--- src/rtl/pong_match_ctrl_pkg.sv ---
// Shared definitions for the pong match sequencer: state and winner encodings,
// the default winning score and a saturating point increment.
package pong_match_ctrl_pkg;

    typedef enum logic [2:0] {
        ST_INIT        = 3'd0,
        ST_SERVE_WAIT  = 3'd1,
        ST_PLAY        = 3'd2,
        ST_POINT_PAUSE = 3'd3,
        ST_GAME_OVER   = 3'd4
    } match_state_e;

    localparam logic [1:0] WINNER_NONE  = 2'b00;
    localparam logic [1:0] WINNER_LEFT  = 2'b01;
    localparam logic [1:0] WINNER_RIGHT = 2'b10;
    localparam logic [1:0] WINNER_DRAW  = 2'b11;

    localparam int unsigned DEFAULT_WIN_SCORE = 7;
    localparam logic [3:0]  POINTS_MAX        = 4'd15;

    function automatic logic [3:0] sat_inc(input logic [3:0] value);
        return (value == POINTS_MAX) ? value : value + 4'd1;
    endfunction

endpackage

--- src/rtl/pong_match_ctrl_rise_edge.sv ---
// Registered rising-edge detector: remembers last cycle's level and flags a
// low-to-high change combinationally in the current cycle.
module pong_match_ctrl_rise_edge (
    input  logic in_clock,
    input  logic in_reset,
    input  logic in_sig,
    output logic out_edge
);

    logic sig_d;

    always_ff @(posedge in_clock or posedge in_reset) begin
        if (in_reset) begin
            sig_d <= 1'b0;
        end else begin
            sig_d <= in_sig;
        end
    end

    assign out_edge = in_sig & ~sig_d;

endmodule

--- src/rtl/pong_match_ctrl.sv ---
// Match sequencer: drives ball reset/start/animate, keeps the score and runs
// the serve, point-pause and game-over flow.
module pong_match_ctrl
    import pong_match_ctrl_pkg::*;
#(
    parameter int unsigned WIN_SCORE    = DEFAULT_WIN_SCORE,
    parameter int unsigned PAUSE_FRAMES = 120,
    parameter int unsigned AUTO_SERVE   = 0
) (
    input  logic       in_clock,
    input  logic       in_reset,
    input  logic       in_ani_stb,
    input  logic       in_serve,
    input  logic       in_pause,
    input  logic       in_left_score,
    input  logic       in_right_score,
    output logic       out_ball_reset,
    output logic       out_ball_start,
    output logic       out_ball_animate,
    output logic [3:0] out_left_points,
    output logic [3:0] out_right_points,
    output logic [2:0] out_state,
    output logic [1:0] out_winner
);

    // A zero-frame pause still needs a one-bit counter to exist.
    localparam int unsigned PW = (PAUSE_FRAMES > 0) ? $clog2(PAUSE_FRAMES + 1) : 1;
    localparam logic [PW-1:0] PAUSE_LOAD = PW'(PAUSE_FRAMES);
    localparam logic [3:0]    WIN_LIMIT  = 4'(WIN_SCORE);

    match_state_e  state_q;
    logic [3:0]    left_q, right_q;
    logic [1:0]    winner_q;
    logic [PW-1:0] pause_q;
    logic          ball_reset_q, ball_start_q;

    logic serve_edge, left_edge, right_edge;
    logic [3:0] left_next, right_next;
    logic left_won, right_won;

    pong_match_ctrl_rise_edge u_serve_edge (
        .in_clock (in_clock),
        .in_reset (in_reset),
        .in_sig   (in_serve),
        .out_edge (serve_edge)
    );

    pong_match_ctrl_rise_edge u_left_edge (
        .in_clock (in_clock),
        .in_reset (in_reset),
        .in_sig   (in_left_score),
        .out_edge (left_edge)
    );

    pong_match_ctrl_rise_edge u_right_edge (
        .in_clock (in_clock),
        .in_reset (in_reset),
        .in_sig   (in_right_score),
        .out_edge (right_edge)
    );

    always_comb begin
        left_next  = left_edge  ? sat_inc(left_q)  : left_q;
        right_next = right_edge ? sat_inc(right_q) : right_q;
        left_won   = left_edge  && (left_next  >= WIN_LIMIT);
        right_won  = right_edge && (right_next >= WIN_LIMIT);
    end

    always_ff @(posedge in_clock or posedge in_reset) begin
        if (in_reset) begin
            state_q      <= ST_INIT;
            ball_reset_q <= 1'b1;
            ball_start_q <= 1'b0;
            left_q       <= 4'd0;
            right_q      <= 4'd0;
            winner_q     <= WINNER_NONE;
            pause_q      <= '0;
        end else begin
            ball_reset_q <= 1'b0;
            ball_start_q <= 1'b0;
            case (state_q)
                ST_INIT: begin
                    ball_reset_q <= 1'b1;
                    state_q      <= ST_SERVE_WAIT;
                end
                ST_SERVE_WAIT: begin
                    if (serve_edge) begin
                        ball_start_q <= 1'b1;
                        state_q      <= ST_PLAY;
                    end
                end
                ST_PLAY: begin
                    if (left_edge || right_edge) begin
                        left_q  <= left_next;
                        right_q <= right_next;
                        if (left_won || right_won) begin
                            winner_q <= left_won ? (right_won ? WINNER_DRAW : WINNER_LEFT)
                                                 : WINNER_RIGHT;
                            state_q  <= ST_GAME_OVER;
                        end else begin
                            pause_q <= PAUSE_LOAD;
                            state_q <= ST_POINT_PAUSE;
                        end
                    end
                end
                ST_POINT_PAUSE: begin
                    if (in_ani_stb) begin
                        // A count of 0 or 1 means this strobe ends the pause.
                        if (pause_q <= PW'(1)) begin
                            pause_q <= '0;
                            if (AUTO_SERVE != 0) begin
                                ball_start_q <= 1'b1;
                                state_q      <= ST_PLAY;
                            end else begin
                                state_q <= ST_SERVE_WAIT;
                            end
                        end else begin
                            pause_q <= pause_q - PW'(1);
                        end
                    end
                end
                ST_GAME_OVER: begin
                    if (serve_edge) begin
                        left_q       <= 4'd0;
                        right_q      <= 4'd0;
                        winner_q     <= WINNER_NONE;
                        ball_reset_q <= 1'b1;
                        state_q      <= ST_SERVE_WAIT;
                    end
                end
                default: begin
                    state_q <= ST_INIT;
                end
            endcase
        end
    end

    assign out_ball_reset   = ball_reset_q;
    assign out_ball_start   = ball_start_q;
    assign out_ball_animate = (state_q == ST_PLAY) && !in_pause;
    assign out_left_points  = left_q;
    assign out_right_points = right_q;
    assign out_state        = state_q;
    assign out_winner       = winner_q;

endmodule
--- config.mk ---
export PLATFORM = sky130hd
export DESIGN_NAME = pong_match_ctrl
export DESIGN_NICKNAME = d
export VERILOG_FILES = /design/src/rtl/pong_match_ctrl_pkg.sv /design/src/rtl/pong_match_ctrl_rise_edge.sv /design/src/rtl/pong_match_ctrl.sv
export SDC_FILE = /design/constraint.sdc
export NUM_CORES = 1
export LEC_CHECK = 0
export ABC_AREA = 1
export CAP_MARGIN = 20
export CORE_ASPECT_RATIO = 1.5
export CORE_MARGIN = 2
export CORE_UTILIZATION = 35
export CTS_CLUSTER_DIAMETER = 200
export DETAILED_ROUTE_END_ITERATION = 16
export SLEW_MARGIN = 15
export SYNTH_ARGS = -nofsm -noshare
export SYNTH_HDL_FRONTEND = slang
export SYNTH_SLANG_ARGS = --single-unit
export TNS_END_PERCENT = 1
--- constraint.sdc ---
create_clock -name in_clock -period 1.7 [get_ports in_clock]
set_input_delay 0.34 -clock in_clock [delete_from_list [all_inputs] [get_ports in_clock]]
set_output_delay 0.34 -clock in_clock [all_outputs]
set_load 0.05 [all_outputs]
* Yosys cells after proc, flatten, opt, wreduce, memory -nomap -nowiden
Index checks and enable logic that the tools add are counted.
** Storage, ports and cells
- Bits in registers :: 25
- Latch bits :: 0
- Memory bits (writable) :: 0
- Bits in read-only memories :: 0
- Word-level logic and storage cells :: 78
- Memories :: 0
** Cells by class
- $add $sub $neg :: 3
- Multiply operators :: 0
- Div/mod/pow operators :: 0
- Magnitude comparators :: 3
- Equality and inequality tests :: 13
- Shifts and indexed selects :: 0
- Muxes and demuxes :: 30
- Bitwise operators :: 6
- Reduce and logical (&&, ||, !) cells :: 13
** Operators by type and width (count)
- 4-bit two-way mux :: 7
- 7-bit two-way mux :: 4
- 3-bit two-way mux :: 6
- 4-bit one-hot mux with 2 select lines :: 2
- 3-bit one-hot mux with 5 select lines :: 1
- 2-bit inequality test, second input constant :: 7
- 7-bit one-hot mux with 2 select lines :: 1
- 2-bit two-way mux :: 5
- 4-bit by 1-bit adder with 4-bit output, second input constant :: 2
- 4-bit equality test, second input constant :: 2
- 4-bit by 3-bit >= comparator with 1-bit output, second input constant :: 2
- 4-bit AND reduction :: 2
- 7-bit by 1-bit less-or-equal comparator with 1-bit output, second input constant :: 1
- 7-bit by 1-bit subtractor with 7-bit output, second input constant :: 1
- 3-bit by 2-bit equality test with 1-bit output, second input constant :: 2
- 5-bit AND reduction :: 1
- 2-bit one-hot mux with 2 select lines :: 1
- 2-bit nonzero test :: 2
- 1-bit AND :: 3
- 3-bit by 1-bit equality test with 1-bit output, second input constant :: 1
- 3-bit equality test, second input constant :: 1
- 1-bit logical AND :: 3
- 3-bit zero test :: 1
- 1-bit inverter :: 3
- 5 further kinds :: 7

* Longest topological paths before layout
- Depth in word-level cells :: 10
- Mapped depth :: 13

* By module
From an unflattened synthesis, not the netlist that was laid out.
** Unflattened totals
- Cell total of the unflattened synthesis :: 199
- Area, all modules :: 1508.9 sq um
** Modules (own cells, without submodules)
- pong_match_ctrl :: times used 1, cells an instance 187, area an instance 1392.6 sq um
- pong_match_ctrl_rise_edge :: times used 3, cells an instance 4, area an instance 38.8 sq um

* Worst setup path after synthesis
No wires, ideal clock.
- Path type :: reg-to-output
- Start :: register state_q[1], in the netlist out_state[1]
- End :: output port out_ball_animate
- Data arrival time :: 1755 ps
- Data required time :: 1360 ps
- Setup slack :: -395 ps
- Cell stages (with the launch flop) :: 5
- Path through :: dfrtp_1 inv_2 nor3_4 inv_1 nor2_1
** Between the ends
- Word-level cells in the longest chain between the ends :: 2
** Ends and longest elaborated chain
- start: declaration :: line pong_match_ctrl.sv:31 : match_state_e state_q;
- start signal: assignment :: line pong_match_ctrl.sv:71 : state_q <= ST_INIT;
- start signal: assignment :: line pong_match_ctrl.sv:84 : state_q <= ST_SERVE_WAIT;
- start signal: assignment :: line pong_match_ctrl.sv:89 : state_q <= ST_PLAY;
- 3-bit by 2-bit equality test with 1-bit output :: line pong_match_ctrl.sv:140 : assign out_ball_animate = (state_q == ST_PLAY) && !in_pause;
- 1-bit logical AND :: line pong_match_ctrl.sv:140
- end: declaration :: line pong_match_ctrl.sv:19 : output logic out_ball_animate,
No other way between the ends.

* Final worst setup path
- Start :: register left_q[1], in the netlist out_left_points[1]
- End :: register pause_q[1]
** Between the ends
- Word-level cells in the longest chain between the ends :: 8
- Elaborated cells between the ends (all ways) :: 9
- Those cells by class :: 1 x add/sub; 1 x order compare; 2 x eq/ne; 2 x mux; 3 x reduce/logical
** Ends and longest elaborated chain
- start: declaration :: line pong_match_ctrl.sv:32 : logic [3:0] left_q, right_q;
- start signal: assignment :: line pong_match_ctrl.sv:94 : left_q <= left_next;
- 4-bit by 1-bit adder with 4-bit output / 4-bit equality test (equally long branches) :: line pong_match_ctrl_pkg.sv:22 : return (value == POINTS_MAX) ? value : value + 4'd1;
- 4-bit two-way mux :: line pong_match_ctrl_pkg.sv:22
- 4-bit two-way mux (*) :: line pong_match_ctrl.sv:63 : left_next = left_edge ? sat_inc(left_q) : left_q;
- 4-bit by 3-bit >= comparator with 1-bit output (*) :: line pong_match_ctrl.sv:65 : left_won = left_edge && (left_next >= WIN_LIMIT);
- 1-bit logical AND (*) :: line pong_match_ctrl.sv:65
- 1-bit logical OR (*) :: line pong_match_ctrl.sv:96 : if (left_won || right_won) begin
- 2-bit inequality test (no source line) (*)
- 4-bit AND reduction (no source line) (*)
- end signal: assignment :: line pong_match_ctrl.sv:118 : pause_q <= pause_q - PW'(1);
- end: declaration :: line pong_match_ctrl.sv:34 : logic [PW-1:0] pause_q;
Every way passes the cells marked *; elsewhere a longest branch is shown, timed or not.
A chain may end at the register's enable or synchronous reset.

==> results.py <==
metrics = {
    "timing": {
        "period_share": 1.00,
        "setup_viol": 2,
        "rsz0062_at_grt": "yes",
        "relSlewSlack": 0.781,
        "timing.hold.ws_ps": 402,
        "slew_viol_final": 0,
        "finalHoldViolations": 0,
        "final.setup.tns_ps": -1.09,
        "tightestPinTransition_ps": 329,
        "clock_skew_ps": 3.12,
        "max_freq_mhz": 588,
        "setup_ws_ps": -0.914,
        "period_needed_ps": 1700,
    },
    "setup_path": {
        "crit_type": "flop to flop",
        "start_kind": "flop",
        "worstSetupEndpointType": "flop",
        "critical_path.max_fanout": 8,
        "arrival_ps": 1870,
        "required_ps": 1870,
        "r2r_start": "out_left_points[1]$_DFFE_PP0P_",
        "critPathLaunch": "out_left_points[1]$_DFFE_PP0P_",
    },
    "place": {
        "gp_congestion": 0.764,
        "place_area_um2": 2060,
        "port_buffers": 22,
        "dp_hpwl_um": 2840,
    },
    "cells_and_area": {
        "post-route-util": 0.527,
        "mostFrequentLayoutCells": "buf_4 (40), nand2_1 (37), nand3_1 (25)",
        "area_growth_pct": 44.3,
        "nets": 271,
        "final_common_cell": "buf_4",
        "stdcell_area_um2": 2240,
        "drive_gt1_frac": 0.429,
        "fillers": 419,
        "antennaDiodeCount": 0,
    },
    "yosys": {
        "yosysTopAreaCellShare": 0.388,
        "synth_edf_count": 0,
        "syn_inst": 206,
        "synth_area_per_cell_um2": 7.52,
        "ys_ff_latch": 25,
        "yosysSeqAreaShare": 0.405,
        "synth_area_leaders": "dfrtp_1 (39%), nand2_1 (12%), nand3_1 (10%), inv_1 (6.1%), nor2_1 (4.6%)",
        "synth_area_um2": 1550,
        "ys_types": 28,
        "async_reset_ff_frac": 1.00,
        "ys_warn_count": 0,
        "syn-num-nets": 217,
        "yosys.area.top_type": "dfrtp_1",
        "synth_ff_type": "dfrtp_1",
    },
    "route": {
        "viasPerCell": 4.94,
        "wl_um": 3790,
        "drt_iter0_markers": 19,
        "ant_nets": 0,
        "wl_per_cell_um": 12.4,
        "route.detailed.drc": 0,
        "dr.pass1.iters": 4,
        "vias": 1508,
    },
    "global_route": {
        "grt_pass1_wl_um": 6350,
        "grt_pass1_vias": 1463,
        "overflow": 0,
        "grt_max_degree": 26,
        "grtUsageTotal": 0.163,
        "antenna_found_initial": 0,
    },
    "hold_path": {
        "hp-start": "in_left_score",
        "hold_class": "input port to flop",
    },
    "job": {
        "maxCapViolCount": 0,
    },
    "floorplan": {
        "start_util": 0.365,
        "io_pins": 23,
        "die_w_um": 58.3,
        "num_rows": 29,
        "die_area_um2": 4980,
        "die_y_um": 85.5,
        "coreArea_um2": 4250,
    },
    "power": {
        "cellPowerDensity_nw_per_um2": 1770,
        "p_leak_nw": 1.08,
        "ir_worst_vdd_uv": 1170,
        "finalPower_mw": 3.95,
    },
    "cts": {
        "clk_pin_slew_ps": 90,
        "htree_levels": 1,
        "clockRootBuffer": "clkbuf_8",
        "cts_sinks": 25,
        "clock_latency_ps": 270,
        "cts_buffer_depth": 2,
        "cts_buffers": 3,
        "cts_hold_buf": 0,
        "cts_tree": "built",
    },
    "outcome": {
        "status": "finished, violations left",
        "violations": "negative setup slack",
    },
}
==> synthesized netlist by cell type (2+ instances only) <==
cell     count
nand2_1     48
nand3_1     32
inv_1       25
dfrtp_1     24
nor2_1      19
inv_2        8
o21ai_0      6
o21ai_1      6
ha_1         4
nand2_2      4
xor2_1       4
a21oi_1      3
nand2_4      2
nor2_4       2
nor3_1       2
nor3_2       2
o21ai_2      2
o22ai_1      2
o32ai_1      2
==> where the power goes <==
group          internal [mW]  leakage [nW]  switching, mW
registers              0.832         0.304          0.299
clock network          0.168        0.0228          0.196
logic                  0.998         0.750           1.46
==> per-stage QoR <==
step | std cells | setup slack [ps]
after detailed placement | 297 | -403
after global routing | 305 | -99.2
after CTS | 302 | -9.28
after global placement | 297 | -375
after floorplan | 206 | -9.34
final | 305 | -0.914
==> registers in the layout, indices dropped and copies added (netlist names), 2 cells and up <==
name	count
out_right_points	4
out_state	3
pause_q	7
out_winner	2
out_left_points	4
==> worst max-delay path, stage by stage, from the launching register on <==
cell and delay (ps):
dfrtp_2 460, ha_4 190, nand3_4 90, nand2_2 60
nand2_1 70, nand2_2 60, nand3_2 80, nand2_2 60
nand2_4 90, nand3_4 90, nand2_4 130, nand2_4 100
nand2_2 70, nand2_1 50
==> area by class of cell <==
type	instances	area, µm²	share of cell area
multi-input combinational	146	930	0.416
clock buffer	4	45.0	0.0201
sequential	25	638	0.285
tap	46	57.6	0.0257
inverter	34	128	0.0571
timing repair buffer	50	438	0.196
==> repair_timing <==
item / in CTS / in global routing
endpoints found under the setup margin: 12 / 12
resized for setup: 3 / 28
buffers inserted: 1 / 3
pin swaps: 3 / 8
gates cloned: 0 / 0
==> cells by family after synthesis <==
family                     after synthesis  share of synthesized area
xor gates and xnor gates                 4                     0.0226
buffers and inverters                   35                     0.0872
adders and majority gates                4                     0.0323
AOI/OAI and AO/OA                       22                     0.0848
and+or+nand+nor                        116                      0.368
DFF                                     25                      0.405
==> layer usage <==
metal	up-vias	wire length [µm]	track usage
li1	770	-	-
met5	-	0	0
met3	4	99	0.0183
met1	707	1530	0.188
met2	27	2110	0.301
met4	0	48	0.0550
==> path summary, 6_finish.rpt <==
| path | endpoint | slack (ps) | depth (start not counted) |
|---|---|---|---|
| worst max register to register | pause_q[1]$_DFFE_PP0P_ | -0.9 | 13 |
| worst min-delay path | u_left_edge.sig_d$_DFF_PP0_ | 400 | 1 |
| worst min register to register | out_winner[1]$_DFFE_PP0P_ | 480 | 2 |
| max in group asynchronous | out_ball_reset$_DFF_PP1_ | 970 | 3 |
| worst max-delay path | pause_q[1]$_DFFE_PP0P_ | -0.9 | 13 |
| min in group asynchronous | pause_q[4]$_DFFE_PP0P_ | 430 | 3 |
(Power assumes the default switching activity.)
